==> src/rtl/decode_stage.sv <==
// RV64IM decode stage: one-entry pipeline register between fetch and execute.
// Emits ALU op code, register indices, immediate, shamt and PC.
module decode_stage #(
  parameter int unsigned XLEN   = 64,
  parameter logic [7:0]  ILL_OP = 8'd255
) (
  input  logic            clk,
  input  logic            reset,
  input  logic            flush,
  input  logic            in_valid,
  output logic            in_ready,
  input  logic [31:0]     in_instr,
  input  logic [XLEN-1:0] in_pc,
  output logic            out_valid,
  input  logic            out_ready,
  output logic [7:0]      out_op,
  output logic [4:0]      out_rd,
  output logic [4:0]      out_rs1,
  output logic [4:0]      out_rs2,
  output logic [XLEN-1:0] out_imm,
  output logic [XLEN-1:0] out_shamt,
  output logic [XLEN-1:0] out_pc,
  output logic            out_illegal,
  output logic [15:0]     ill_count
);

  typedef struct packed {
    logic [7:0]      op;
    logic [4:0]      rd;
    logic [4:0]      rs1;
    logic [4:0]      rs2;
    logic [XLEN-1:0] imm;
    logic [XLEN-1:0] shamt;
    logic [XLEN-1:0] pc;
    logic            illegal;
  } id_ex_t;

  localparam logic [6:0] OPC_OP     = 7'b0110011;
  localparam logic [6:0] OPC_OPIMM  = 7'b0010011;
  localparam logic [6:0] OPC_OPIMMW = 7'b0011011;
  localparam logic [6:0] OPC_OPW    = 7'b0111011;
  localparam logic [6:0] OPC_STORE  = 7'b0100011;
  localparam logic [6:0] OPC_BRANCH = 7'b1100011;
  localparam logic [6:0] OPC_JAL    = 7'b1101111;
  localparam logic [6:0] OPC_JALR   = 7'b1100111;
  localparam logic [6:0] OPC_LUI    = 7'b0110111;
  localparam logic [6:0] OPC_AUIPC  = 7'b0010111;
  localparam logic [6:0] OPC_SYSTEM = 7'b1110011;
  localparam logic [6:0] OPC_LOAD   = 7'b0000011;

  logic [31:0]     i;
  logic [6:0]      opc;
  logic [2:0]      f3;
  logic [6:0]      f7;
  logic [XLEN-1:0] imm_i, imm_s, imm_b, imm_u, imm_j;
  logic [XLEN-1:0] sh6, sh5;
  logic            sh_ok;
  logic            ok;
  id_ex_t          d, q;

  assign i   = in_instr;
  assign opc = i[6:0];
  assign f3  = i[14:12];
  assign f7  = i[31:25];

  assign imm_i = {{(XLEN-12){i[31]}}, i[31:20]};
  assign imm_s = {{(XLEN-12){i[31]}}, i[31:25], i[11:7]};
  assign imm_b = {{(XLEN-13){i[31]}}, i[31], i[7], i[30:25], i[11:8], 1'b0};
  assign imm_u = {{(XLEN-32){i[31]}}, i[31:12], 12'b0};
  assign imm_j = {{(XLEN-21){i[31]}}, i[31], i[19:12], i[20], i[30:21], 1'b0};
  assign sh6   = {{(XLEN-6){1'b0}}, i[25:20]};
  assign sh5   = {{(XLEN-5){1'b0}}, i[24:20]};
  assign sh_ok = (i[31:26] == 6'b000000) || (i[31:26] == 6'b010000);

  always_comb begin
    ok      = 1'b1;
    d       = '0;
    d.op    = ILL_OP;
    d.rd    = i[11:7];
    d.rs1   = i[19:15];
    d.pc    = in_pc;
    unique case (opc)
      OPC_OP: begin
        d.rs2 = i[24:20];
        case (f7)
          7'h00: begin
            case (f3)
              3'd0: d.op = 8'd0;
              3'd1: d.op = 8'd5;
              3'd2: d.op = 8'd8;
              3'd3: d.op = 8'd9;
              3'd4: d.op = 8'd2;
              3'd5: d.op = 8'd6;
              3'd6: d.op = 8'd3;
              default: d.op = 8'd4;
            endcase
          end
          7'h20: begin
            if (f3 == 3'd0) d.op = 8'd1;
            else if (f3 == 3'd5) d.op = 8'd7;
            else ok = 1'b0;
          end
          7'h01: d.op = 8'd10 + {5'd0, f3};
          default: ok = 1'b0;
        endcase
      end
      OPC_OPIMM: begin
        d.imm = imm_i;
        case (f3)
          3'd0: d.op = 8'd18;
          3'd1: begin
            d.op = 8'd22;
            d.shamt = sh6;
            ok = sh_ok;
          end
          3'd2: d.op = 8'd25;
          3'd3: d.op = 8'd26;
          3'd4: d.op = 8'd19;
          3'd5: begin
            d.op = i[30] ? 8'd24 : 8'd23;
            d.shamt = sh6;
            ok = sh_ok;
          end
          3'd6: d.op = 8'd20;
          default: d.op = 8'd21;
        endcase
      end
      OPC_OPIMMW: begin
        d.imm = imm_i;
        case (f3)
          3'd0: d.op = 8'd29;
          3'd1: begin
            d.op = 8'd30;
            d.shamt = sh5;
            ok = !i[25];
          end
          3'd5: begin
            d.op = i[30] ? 8'd32 : 8'd31;
            d.shamt = sh5;
            ok = !i[25];
          end
          default: ok = 1'b0;
        endcase
      end
      OPC_OPW: begin
        d.rs2 = i[24:20];
        case ({f7, f3})
          {7'h00, 3'd0}: d.op = 8'd33;
          {7'h00, 3'd1}: d.op = 8'd35;
          {7'h00, 3'd5}: d.op = 8'd36;
          {7'h20, 3'd0}: d.op = 8'd34;
          {7'h20, 3'd5}: d.op = 8'd37;
          {7'h01, 3'd0}: d.op = 8'd38;
          {7'h01, 3'd4}: d.op = 8'd39;
          {7'h01, 3'd5}: d.op = 8'd40;
          {7'h01, 3'd6}: d.op = 8'd41;
          {7'h01, 3'd7}: d.op = 8'd42;
          default: ok = 1'b0;
        endcase
      end
      OPC_STORE: begin
        d.rd  = 5'd0;
        d.rs2 = i[24:20];
        d.imm = imm_s;
        d.op  = 8'd43 + {6'd0, f3[1:0]};
        ok    = !f3[2];
      end
      OPC_BRANCH: begin
        d.rd  = 5'd0;
        d.rs2 = i[24:20];
        d.imm = imm_b;
        case (f3)
          3'd0: d.op = 8'd47;
          3'd1: d.op = 8'd48;
          3'd4: d.op = 8'd49;
          3'd5: d.op = 8'd50;
          3'd6: d.op = 8'd51;
          3'd7: d.op = 8'd52;
          default: ok = 1'b0;
        endcase
      end
      OPC_JAL: begin
        d.rs1 = 5'd0;
        d.imm = imm_j;
        d.op  = 8'd53;
      end
      OPC_JALR: begin
        d.imm = imm_i;
        d.op  = 8'd54;
        ok    = (f3 == 3'd0);
      end
      OPC_LUI, OPC_AUIPC: begin
        d.rs1 = 5'd0;
        d.imm = imm_u;
        d.op  = (opc == OPC_LUI) ? 8'd55 : 8'd56;
      end
      OPC_SYSTEM: begin
        d.rd  = 5'd0;
        d.rs1 = 5'd0;
        if (i == 32'h0000_0073) d.op = 8'd57;
        else if (i == 32'h0010_0073) d.op = 8'd58;
        else ok = 1'b0;
      end
      OPC_LOAD: begin
        d.imm = imm_i;
        case (f3)
          3'd0: d.op = 8'd59;
          3'd1: d.op = 8'd60;
          3'd2: d.op = 8'd61;
          3'd3: d.op = 8'd65;
          3'd4: d.op = 8'd62;
          3'd5: d.op = 8'd63;
          3'd6: d.op = 8'd64;
          default: ok = 1'b0;
        endcase
      end
      default: ok = 1'b0;
    endcase
    // Illegal bundles carry only the PC so execute sees clean operands.
    if (!ok) begin
      d.op      = ILL_OP;
      d.rd      = 5'd0;
      d.rs1     = 5'd0;
      d.rs2     = 5'd0;
      d.imm     = '0;
      d.shamt   = '0;
      d.illegal = 1'b1;
    end
  end

  assign in_ready = !out_valid || out_ready;

  always_ff @(posedge clk) begin
    if (reset) begin
      q         <= '0;
      out_valid <= 1'b0;
      ill_count <= 16'd0;
    end else begin
      if (out_valid && out_ready && q.illegal && !flush &&
          ill_count != 16'hFFFF)
        ill_count <= ill_count + 16'd1;
      if (flush)
        out_valid <= 1'b0;
      else if (in_valid && in_ready) begin
        out_valid <= 1'b1;
        q         <= d;
      end else if (out_ready)
        out_valid <= 1'b0;
    end
  end

  assign out_op      = q.op;
  assign out_rd      = q.rd;
  assign out_rs1     = q.rs1;
  assign out_rs2     = q.rs2;
  assign out_imm     = q.imm;
  assign out_shamt   = q.shamt;
  assign out_pc      = q.pc;
  assign out_illegal = q.illegal;

endmodule

==> config.mk <==
export PLATFORM = sky130hd
export DESIGN_NAME = decode_stage
export DESIGN_NICKNAME = d
export VERILOG_FILES = /design/src/rtl/decode_stage.sv
export SDC_FILE = /design/constraint.sdc
export NUM_CORES = 1
export LEC_CHECK = 0
export CORE_UTILIZATION = 46
export CTS_CLUSTER_SIZE = 25
export DETAILED_ROUTE_END_ITERATION = 10
export PLACE_DENSITY = 0.92
export SLEW_MARGIN = 20
export SYNTH_ARGS = -nofsm -noshare
export SYNTH_HDL_FRONTEND = slang
export SYNTH_SLANG_ARGS = --single-unit
==> constraint.sdc <==
create_clock -name clk -period 5.6 [get_ports clk]
set_input_delay 1.68 -clock clk [delete_from_list [all_inputs] [get_ports clk]]
set_output_delay 1.68 -clock clk [all_outputs]
set_load 0.01 [all_outputs]
==> Yosys cells after proc, flatten, opt, wreduce, memory -nomap -nowiden <==
Cells that the tools add are included.
{ "word_totals": {"regBits": 233, "input_bits": 101, "out_inout_bits": 234, "word_cells": 114} }
{ "op_classes": {"addsub": 3, "n_eq_ne": 34, "muxes": 37, "bitwise_logic": 1, "reduce_logical": 29} }
{ "ops": {"columns": ["operator", "n"], "rows": [
  ["case mux 64 bit (5 select lines)", 1],
  ["2-to-1 mux 151 bit", 1],
  ["case mux 64 bit (2 select lines)", 1],
  ["case mux 8 bit (11 select lines)", 1],
  ["case mux 8 bit (10 select lines)", 1],
  ["case mux 4 bit (7 select lines)", 2],
  ["case mux 8 bit (7 select lines)", 1],
  ["equality test 10 x 4 -> 1 bit, second input constant", 5],
  ["case mux 8 bit (3 select lines)", 2],
  ["case mux 8 bit (6 select lines)", 1],
  ["equality test 7 x 6 -> 1 bit, second input constant", 5],
  ["equality test 32 x 21 -> 1 bit, second input constant", 1],
  ["equality test 32 x 7 -> 1 bit, second input constant", 1],
  ["2-to-1 mux 8 bit", 4],
  ["equality test 7 bit, second input constant", 4],
  ["equality test 7 x 5 -> 1 bit, second input constant", 3],
  ["equality test 10 x 9 -> 1 bit, second input constant", 2],
  ["2-to-1 mux 5 bit", 4],
  ["adder 16 x 1 -> 16 bit, second input constant", 1],
  ["!= test 16 bit, second input constant", 1],
  ["equality test 3 bit, second input constant", 4],
  ["2-to-1 mux 6 bit", 2],
  ["OR reduction 4 bit", 3],
  ["2-to-1 mux 1 bit", 11],
  ["other kinds (27)", 42]
]} }

==> Logic depth before layout (Yosys ltp) <==
Gate-level depths: netlist of the first run.
{ "depth": {"word_depth": 6, "depth_mapped": 12, "mapped_depth_nobuf": 8} }

==> Least setup slack after synthesis of the first run <==
OpenSTA, ideal clock, no wires.
{ "synth_path": {"path_kind": "input to register", "from": "in in_instr[12]", "to": "reg q, in the netlist out_imm[62]", "setup_ns": 0.119, "t_arrival_ns": 3.742, "t_required_ns": 5.481, "path_slack_ns": 1.739, "path_stages": 12, "path_buffers": 4, "path_cell_list": "clkbuf_1 -> inv_1 -> ha_1 -> buf_2 -> and3b_1 -> a311o_1 -> o21ai_1 -> a21oi_1 -> o31ai_1 -> buf_2 -> buf_4 -> o21ai_1"} }
{ "synth_via": {"elab_chain_cells": 6, "word_cells_on_any_way": 36, "classes_between": "eq/ne: 18; mux: 12; reduce/logical: 6"} }
{ "synth_lines": {"columns": ["element", "line_no", "text"], "rows": [
  ["start: declaration", "12", "input logic [31:0] in_instr,"],
  ["equality test 3 bit", null, null],
  ["2-to-1 mux 1 bit", "100", "else if (f3 == 3'd5) d.op = 8'd7;"],
  ["2-to-1 mux 1 bit", "99", "if (f3 == 3'd0) d.op = 8'd1;"],
  ["case mux 1 bit (2 select lines)", "85", "case (f7)"],
  ["case mux 1 bit (10 select lines) (*)", "82", "unique case (opc)"],
  ["2-to-1 mux 151 bit (*)", "220", "if (!ok) begin"],
  ["end signal: assignment", "235", "q <= '0;"],
  ["end signal: assignment", "246", "q <= d;"],
  ["end: declaration", "59", "id_ex_t d, q;"]
]} }
Mark *: on every way between the ends. The rest lies on a longest branch, timed or not.
A chain may end at the register's enable or synchronous reset.

==> Worst setup path after layout of the first run <==
{ "layout_path": {"from": "in out_ready", "to": "out in_ready"} }
{ "layout_via": {"elab_chain_cells": 1} }
{ "layout_lines": {"columns": ["element", "line_no", "text"], "rows": [
  ["start: declaration", "15", "input logic out_ready,"],
  ["logical OR 1 bit", "231", "assign in_ready = !out_valid || out_ready;"],
  ["end: declaration", "11", "output logic in_ready,"]
]} }
No other way between the ends.

==> results of run 1 <==
power groups by stage:
stage | combinational (W) | sequential (W) | clock, W
finish | 0.000349 | 0.00106 | 0.00113
global route | 0.000373 | 0.00106 | 0.00119
CTS | 0.000343 | 0.00106 | 0.00114
detailed placement | 0.000341 | 0.00108 | 0
global placement | 0.000338 | 0.00108 | 0
floorplan | 0.000181 | 0.00109 | 0
area by class of cell:
cell class	count	share of cell area
multi-input combinational	731	0.363
sequential	143	0.275
clock buffer	22	0.0466
clock inverter	9	0.0103
tap	211	0.0254
inverter	11	0.00397
timing repair buffer	290	0.275
layout by cell type (no fill, tap or decap), types with 9 or more instances in the layout:
cell type	instances
sky130_fd_sc_hd__clkdlybuf4s50_1	275
sky130_fd_sc_hd__nand2_1	229
sky130_fd_sc_hd__dfxtp_1	143
sky130_fd_sc_hd__a21oi_1	105
sky130_fd_sc_hd__conb_1	58
sky130_fd_sc_hd__nor2_1	42
sky130_fd_sc_hd__o21ai_0	40
sky130_fd_sc_hd__o21ai_1	38
sky130_fd_sc_hd__nand3_1	29
sky130_fd_sc_hd__nor3_1	17
sky130_fd_sc_hd__clkbuf_16	17
sky130_fd_sc_hd__buf_4	14
sky130_fd_sc_hd__inv_1	11
sky130_fd_sc_hd__nand2b_1	11
sky130_fd_sc_hd__xor2_1	11
sky130_fd_sc_hd__nor4_1	9
through the flow:
step                      std cells  setup slack [ps]
final                          1417              1000
after global routing           1417               849
after CTS                      1417              1010
after detailed placement       1386               728
after global placement         1386               830
after floorplan                1039              1740
path summary, 6_finish.rpt:
check	start	to	cells past startpoint
max reg2reg	out_valid$_SDFFE_PP0P_	out_imm[20]$_SDFFE_PP0P_	6
min	out_imm[22]$_SDFFE_PP0P_	out_imm[22]$_SDFFE_PP0P_	2
min reg2reg	out_imm[22]$_SDFFE_PP0P_	out_imm[22]$_SDFFE_PP0P_	2
max	out_ready	in_ready	4
state kept, by name, summed over array words and instances (netlist names):
register     count
out_op           8
out_rs2          5
out_rs1          5
out_shamt        6
out_rd           5
out_illegal      1
out_valid        1
out_pc          64
out_imm         32
ill_count       16
tightest hold or removal path, stage by stage, from the launching register on:
cell                      delay (ps)
sky130_fd_sc_hd__dfxtp_1         310
sky130_fd_sc_hd__nand2_1          50
sky130_fd_sc_hd__o21ai_1          50
cells by family (layout without fill, tap and decap cells):
| family | count (synthesis) | in the layout |
|---|---|---|
| other cells | 1 | 58 |
| simple gates | 396 | 396 |
| buf+inv | 165 | 332 |
| xor+xnor | 14 | 14 |
| compound gates | 254 | 254 |
| mux | 1 | 1 |
| fa+ha+maj | 8 | 8 |
| flops | 143 | 143 |
per-layer routing:
metal,up-vias,share of wire,GRT usage
met1,3589,0.39,0.344
met3,86,0.079,0.0682
met5,-,0,0
li1,3643,-,-
met2,453,0.49,0.481
met4,0,0.044,0.149
synthesized netlist by cell type (all sizes together), types with 3 or more instances:
library cell	number	area (sq um)
a21o	5	37.5
o21a	3	22.5
o21bai	7	52.6
o21ai	78	390
and3b	3	26.3
or4	3	22.5
or3	6	37.5
nand2b	11	68.8
a41oi	3	26.3
nor3	19	105
o31ai	3	22.5
xnor2	3	26.3
or2	3	18.8
a22oi	6	45.0
a21oi	105	526
nor3b	4	35.0
a32oi	4	35.0
a31oi	7	43.8
and3	3	18.8
inv	11	41.3
a221oi	3	26.3
buf	111	790
and2	7	43.8
nor2	44	168
ha	7	87.6
nand4	7	43.8
nor4	10	68.8
xor2	11	96.3
a211oi	6	50.1
nand2	229	860
dfxtp	143	2860
nand3	30	155
nor2b	6	37.5
a311oi	3	26.3
nand3b	3	22.5
clkbuf	43	161
==> results.json, run 1 <==
{
  "final.setup_skew_ps": 8.39,
  "detail_placement_hpwl_um": 18200,
  "gr-total-overflow": 0,
  "nFillCells": 1228,
  "setup_tns_ps": 0,
  "initial_antenna_violation_count": 0,
  "worst_skew_pair.late_latency_ps": 420,
  "floorplan.io_pins": 335,
  "cpPeakStageDelay_ps": 480,
  "cp_slowest_cell": "sky130_fd_sc_hd__clkdlybuf4s50_1",
  "p_sw_w": 0.000637,
  "synthAdderAreaFrac": 0.0132,
  "critical_path_buf_inv_count": 3,
  "report.power.total_w": 0.00254,
  "yosys-mux-area-fraction": 0.00135,
  "synth_area_sq_um": 7390,
  "outcome": "complete, no violations",
  "worst_path_dominant_cell_family": "buffers and inverters",
  "setup.reg_to_reg.worst_slack_ps": 3410,
  "postSynthRegisterBits": 143,
  "synthXorXnorAreaFrac": 0.0166,
  "route.detailed.wl_per_inst_um": 17.4,
  "count_of_antenna_violating_nets_left_after_detailed_routing": 0,
  "post_layout_utilization_of_the_core": 0.674,
  "timing.max_cap.violations": 0,
  "maxSlewViolCount": 0,
  "holdCritPathClass": "reg2reg",
  "hold_violations": 0,
  "multi_input_comb_area_sq_um": 3780,
  "timing.max_slew.rel_slack": 0.290,
  "placement.cell_area_sq_um": 9810,
  "share_comb_of_total_power": 0.137,
  "clkPwrFrac": 0.445,
  "synth-compound-area-share": 0.201,
  "cts_tree": "yes",
  "cts_num_sinks": 143,
  "die_height_um": 129,
  "cts-buffers-inserted": 17,
  "worst_setup_hold_path_clk_slew_ps": 60,
  "area_fraction_in_and_or_nand_and_nor_cells_after_synthesis": 0.245,
  "layout_cell_share_with_drive_strength_beyond_1": 0.0514,
  "path_cells": "clkdlybuf4s50_1, nor2b_1, inv_1, clkdlybuf4s50_1",
  "via_count": 7771,
  "regArea_sq_um": 2860,
  "cp.arrival_ps": 2920,
  "switching_share": 0.251,
  "grt_pass1_wl_um": 36800,
  "globalRouteTotalUtil": 0.288,
  "largest_family_of_logic_cells_by_synthesized_area": "simple AND/OR/NAND/NOR gates",
  "worst-path-max-fanout": 3,
  "fp-row-count": 45,
  "final-setup-viol-count": 0,
  "final_nets": 1302,
  "detail_route.drc_violations": 0,
  "area_growth_syn_to_layout_pct": 40.7,
  "synthesis.yosys.warnings": 0,
  "clock_tree.root_cell": "sky130_fd_sc_hd__clkbuf_16",
  "stdcell_area_sq_um": 10400,
  "leakage_nw": 3.77,
  "cts_resized": 0,
  "final_min_period_over_clock_period": 0.821,
  "crit_path_end_kind": "output pin",
  "grt_start_max_net_pins": 92,
  "worst_ir_drop_vdd_uv": 241,
  "fin_hold_ws_ps": 448,
  "path_common_cell": "sky130_fd_sc_hd__clkdlybuf4s50_1",
  "numPortBuffers": 276,
  "chipWidth_um": 129,
  "rsz0062_at_grt": "no",
  "internal-power_w": 0.00190,
  "synth_top_flop_cell": "sky130_fd_sc_hd__dfxtp_1",
  "power_per_cell_area_nw_per_um2": 244,
  "dieArea_sq_um": 16600,
  "gate_count_of_the_mapped_netlist": 982,
  "detail_route.iter0.violations": 813,
  "max_freq_mhz": 218,
  "post_cts_buffers": 0,
  "p_seq_frac": 0.417,
  "antenna_cells_inserted": 0,
  "syn_area_per_cell_sq_um": 7.53,
  "cp.required_ps": 3920,
  "detailedRoute.firstPassIterationCount": 6,
  "worst_slew_pin_slew_ps": 1060,
  "startpoint_type": "input pin",
  "cts_hold_buf": 0,
  "cts_htree_levels": 4,
  "synth_seq_area_share": 0.387,
  "gp_congestion": 0.936,
  "initial_utilization": 0.479,
  "core_area_sq_um": 15400,
  "asyncSetResetFlopFracSynth": 0,
  "first_global_vias": 6980,
  "timing.final.crit_period_ps": 4600,
  "wirelength_um": 24700,
  "clockBufferDepth": 2,
  "post_synth_edffs": 0,
  "yosys_cell_types": 71,
  "timing.setup.critical_path_class": "in2out",
  "drt-vias-per-instance": 5.48
}
(Power assumes the default switching activity.)
==> inputs of run 2 (changes only) <==
Settings changed: CORE_UTILIZATION 46 to 38, PLACE_DENSITY 0.92 to 0.82.
Clock period 5.6 ns to 4.02 ns, I/O delays scaled along.
==> results.json, run 2 (same netlist as run 1, synthesis figures left out) <==
{
  "layout.cells.most_common": "sky130_fd_sc_hd__clkdlybuf4s50_1",
  "antenna_cells_inserted": 0,
  "die_height_um": 141,
  "maxSlewViolCount": 0,
  "cts_num_sinks": 143,
  "startpoint_type": "input pin",
  "clock_tree.root_cell": "sky130_fd_sc_hd__clkbuf_16",
  "holdCritPathClass": "reg2reg",
  "worst_slew_pin_slew_ps": 895,
  "floorplan.io_pins": 335,
  "worst_skew_pair.late_latency_ps": 420,
  "nFillCells": 1758,
  "setup_tns_ps": 0,
  "post_cts_buffers": 0,
  "area_growth_syn_to_layout_pct": 44.9,
  "gp_congestion": 0.976,
  "final-setup-viol-count": 0,
  "detailedRoute.firstPassIterationCount": 8,
  "leakage_nw": 3.93,
  "detail_route.drc_violations": 0,
  "globalRouteTotalUtil": 0.243,
  "layout_cell_share_with_drive_strength_beyond_1": 0.0730,
  "final.setup_skew_ps": 9.79,
  "crit_path_end_kind": "output pin",
  "cts-buffers-inserted": 17,
  "timing.final.crit_period_ps": 3680,
  "chipWidth_um": 141,
  "timing.max_cap.violations": 0,
  "cp.arrival_ps": 2470,
  "outcome": "complete, no violations",
  "power_per_cell_area_nw_per_um2": 337,
  "grt_pass1_wl_um": 38100,
  "drt-vias-per-instance": 5.17,
  "post_layout_utilization_of_the_core": 0.567,
  "max_freq_mhz": 272,
  "fp-row-count": 50,
  "r2r-start": "out_valid$_SDFFE_PP0P_",
  "cp.required_ps": 2810,
  "final_nets": 1328,
  "worst_setup_hold_path_clk_slew_ps": 60,
  "wirelength_um": 24800,
  "most-common-layout-cells": "sky130_fd_sc_hd__clkdlybuf4s50_1 (275), sky130_fd_sc_hd__nand2_1 (229), sky130_fd_sc_hd__dfxtp_1 (143)",
  "worst-path-max-fanout": 3,
  "via_count": 7714,
  "detail_placement_hpwl_um": 18600,
  "core_area_sq_um": 18900,
  "largest_register_ffs": 64,
  "gr-total-overflow": 0,
  "path_cells": "clkdlybuf4s50_1, nor2b_1, inv_1, clkdlybuf4s50_1",
  "grt_start_max_net_pins": 82,
  "initial_antenna_violation_count": 0,
  "count_of_antenna_violating_nets_left_after_detailed_routing": 0,
  "stdcell_area_sq_um": 10700,
  "timing.max_slew.rel_slack": 0.403,
  "numPortBuffers": 276,
  "final_min_period_over_clock_period": 0.915,
  "timing.setup.critical_path_class": "in2out",
  "cpPeakStageDelay_ps": 480,
  "hold_path.startpoint": "out_rs1[4]$_SDFFE_PP0P_",
  "startpoint": "out_ready",
  "worst_ir_drop_vdd_uv": 284,
  "cp_slowest_cell": "sky130_fd_sc_hd__clkdlybuf4s50_1",
  "hold_violations": 0,
  "route.detailed.wl_per_inst_um": 16.6,
  "dieArea_sq_um": 20000,
  "cts_tree": "yes",
  "first_global_vias": 7148,
  "rsz0062_at_grt": "no",
  "placement.cell_area_sq_um": 10100,
  "cts_htree_levels": 4,
  "cts_hold_buf": 0,
  "clockBufferDepth": 2,
  "cts_resized": 0,
  "initial_utilization": 0.391,
  "detail_route.iter0.violations": 774,
  "path_common_cell": "sky130_fd_sc_hd__clkdlybuf4s50_1"
}
==> run 2: changes by cell type in the layout (fill, tap and decap cells not counted), sizes merged <==
cell	before	now
buf	15	41
inv	12	20
clkbuf	22	18
clkinvlp	2	0
clkinv	4	3
==> run 2: worst paths after layout <==
kind                              to  slack, ps  cells after the start
min reg2reg  out_rs1[4]$_SDFFE_PP0P_        440                      2
max reg2reg   out_op[1]$_SDFFE_PP0P_       1910                      7
max                         in_ready        340                      4
min          out_rs1[4]$_SDFFE_PP0P_        440                      2
==> run 2: cell type report <==
| class | count | area, sq um | area share |
|---|---|---|---|
| Clock buffer | 18 | 439 | 0.0410 |
| Clock inverter | 14 | 169 | 0.0158 |
| Inverter | 11 | 41.3 | 0.00386 |
| Multi-Input combinational cell | 731 | 3780 | 0.353 |
| Sequential cell | 143 | 2860 | 0.267 |
| Tap cell | 260 | 325 | 0.0304 |
| Timing Repair Buffer | 316 | 3100 | 0.289 |
==> run 2: report_power, final <==
| group | switching (W) | internal [W] |
|---|---|---|
| Combinational | 0.000270 | 0.000234 |
| Clock | 0.000674 | 0.000957 |
| Sequential | 0.0000203 | 0.00145 |
| Total | 0.000965 | 0.00265 |
==> run 2: metrics by stage <==
stage	total power, W	hold slack [ps]	cells	setup slack (ps)
after floorplan	0.00177	469	1039	633
after global placement	0.00200	433	1460	134
after detailed placement	0.00200	439	1460	38.1
after CTS	0.00363	447	1492	322
after global routing	0.00374	462	1493	164
final	0.00361	443	1493	341
==> run 2: metal layers <==
metal / track usage / vias up / part of all wire
li1: - / 3696 / -
met1: 0.298 / 3548 / 0.41
met2: 0.415 / 404 / 0.49
met3: 0.0489 / 66 / 0.067
met4: 0.104 / 0 / 0.037
met5: 0 / - / 0
==> run 2: critical path: cells and delay by family <==
kind                   cells  cell delay, ps
and+or+nand+nor            1             240
buffers and inverters      3            1030
==> inputs of run 3 (changes only) <==
Settings changed: SLEW_MARGIN 20 to 0.
==> results.json, run 3 (same netlist as run 1, synthesis figures left out) <==
{
  "p_seq_frac": 0.409,
  "dieArea_sq_um": 20000,
  "maxSlewViolCount": 0,
  "final_min_period_over_clock_period": 0.915,
  "initial_antenna_violation_count": 0,
  "cts_tree": "yes",
  "detail_route.iter0.violations": 849,
  "outcome": "complete, no violations",
  "internal-power_w": 0.00264,
  "die_height_um": 141,
  "cts_num_sinks": 143,
  "count_of_antenna_violating_nets_left_after_detailed_routing": 0,
  "cts_resized": 0,
  "chipWidth_um": 141,
  "rsz0062_at_grt": "no",
  "layout.cells.most_common": "sky130_fd_sc_hd__clkdlybuf4s50_1",
  "largest_register_ffs": 64,
  "cts_hold_buf": 0,
  "area_growth_syn_to_layout_pct": 44.6,
  "route.detailed.wl_per_inst_um": 16.6,
  "clockBufferDepth": 2,
  "cp.arrival_ps": 2470,
  "timing.final.crit_period_ps": 3680,
  "cts_htree_levels": 4,
  "detailedRoute.firstPassIterationCount": 6,
  "crit_path_end_kind": "output pin",
  "final.setup_skew_ps": 9.69,
  "via_count": 7719,
  "clkPwrFrac": 0.452,
  "top_usage_layer": "met2",
  "holdCritPathClass": "reg2reg",
  "worst_ir_drop_vdd_uv": 283,
  "startpoint_type": "input pin",
  "core_area_sq_um": 18900,
  "hold_violations": 0,
  "initial_utilization": 0.391,
  "worst-path-max-fanout": 3,
  "power_per_cell_area_nw_per_um2": 337,
  "share_comb_of_total_power": 0.139,
  "max_freq_mhz": 272,
  "drt-vias-per-instance": 5.17,
  "wirelength_um": 24800,
  "leakage_nw": 3.92,
  "antenna_cells_inserted": 0,
  "detail_route.drc_violations": 0,
  "globalRouteMet1Util": 0.298,
  "nFillCells": 1759,
  "post_layout_utilization_of_the_core": 0.566,
  "cp.required_ps": 2810,
  "switching_share": 0.267,
  "globalRouteMet3Util": 0.0489,
  "final_nets": 1327,
  "gr-total-overflow": 0,
  "final-setup-viol-count": 0,
  "globalRouteTotalUtil": 0.243,
  "clock_tree.root_cell": "sky130_fd_sc_hd__clkbuf_16",
  "p_sw_w": 0.000965,
  "detail_placement_hpwl_um": 18600,
  "worst_slew_pin_slew_ps": 1150,
  "layout_cell_share_with_drive_strength_beyond_1": 0.0722,
  "worst_setup_hold_path_clk_slew_ps": 60,
  "fp-row-count": 50,
  "floorplan.io_pins": 335,
  "setup_tns_ps": 0,
  "post_cts_buffers": 0,
  "grt_start_max_net_pins": 82,
  "most-common-layout-cells": "sky130_fd_sc_hd__clkdlybuf4s50_1 (275), sky130_fd_sc_hd__nand2_1 (229), sky130_fd_sc_hd__dfxtp_1 (143)",
  "cts-buffers-inserted": 17,
  "timing.setup.critical_path_class": "in2out",
  "gp_congestion": 0.976,
  "timing.max_cap.violations": 0,
  "worst_skew_pair.late_latency_ps": 420,
  "timing.max_slew.rel_slack": 0.231,
  "first_global_vias": 7148,
  "grt.met2_usage": 0.415,
  "numPortBuffers": 276,
  "grt_pass1_wl_um": 38100
}
run 3: cell types whose count changed in the layout (fill, tap and decap cells not counted):
cell / change
sky130_fd_sc_hd__buf_12: -1
run 3: path summary, 6_finish.rpt:
path,startpoint,to,slack [ps],depth (start not counted)
worst min register to register,out_rs1[4]$_SDFFE_PP0P_,out_rs1[4]$_SDFFE_PP0P_,440,2
worst min-delay path,out_rs1[4]$_SDFFE_PP0P_,out_rs1[4]$_SDFFE_PP0P_,440,2
worst max register to register,out_valid$_SDFFE_PP0P_,out_op[1]$_SDFFE_PP0P_,1920,7
worst max-delay path,out_ready,in_ready,340,4
run 3: area by class of cell:
class / count / area (sq um) / share of cell area
Timing Repair Buffer: 315 / 3080 / 0.288
Clock inverter: 14 / 169 / 0.0158
Tap cell: 260 / 325 / 0.0304
Sequential cell: 143 / 2860 / 0.268
Multi-Input combinational cell: 731 / 3780 / 0.353
Inverter: 11 / 41.3 / 0.00386
Clock buffer: 18 / 439 / 0.0411
run 3: worst max-delay path, stage by stage:
cell and delay, ps:
sky130_fd_sc_hd__clkdlybuf4s50_1 450, sky130_fd_sc_hd__nor2b_1 240, sky130_fd_sc_hd__inv_1 100, sky130_fd_sc_hd__clkdlybuf4s50_1 480
run 3: per-stage QoR:
stage               setup WS [ps]  hold WS (ps)  cell area, sq um  power (W)  instances
finish                        340           444             10700    0.00361       1492
global route                  164           462             10700    0.00374       1492
CTS                           322           447             10700    0.00363       1492
detailed placement           38.1           439             10100    0.00200       1460
global placement              134           433             10100    0.00200       1460
floorplan                     633           469              7600    0.00177       1039
run 3: power groups by stage:
stage	clock network, W	registers (W)	logic, W
2_1_floorplan	0	0.00152	0.000252
3_3_place_gp	0	0.00151	0.000491
3_5_place_dp	0	0.00151	0.000493
4_1_cts	0.00166	0.00147	0.000495
5_1_grt	0.00172	0.00148	0.000540
6_report	0.00163	0.00147	0.000501
run 3: metal layers:
metal	share of wire	routed length, um	up-vias
li1	-	-	3698
met1	0.41	10100	3541
met2	0.49	12100	411
met3	0.069	1700	69
met4	0.036	883	0
met5	0	0	-
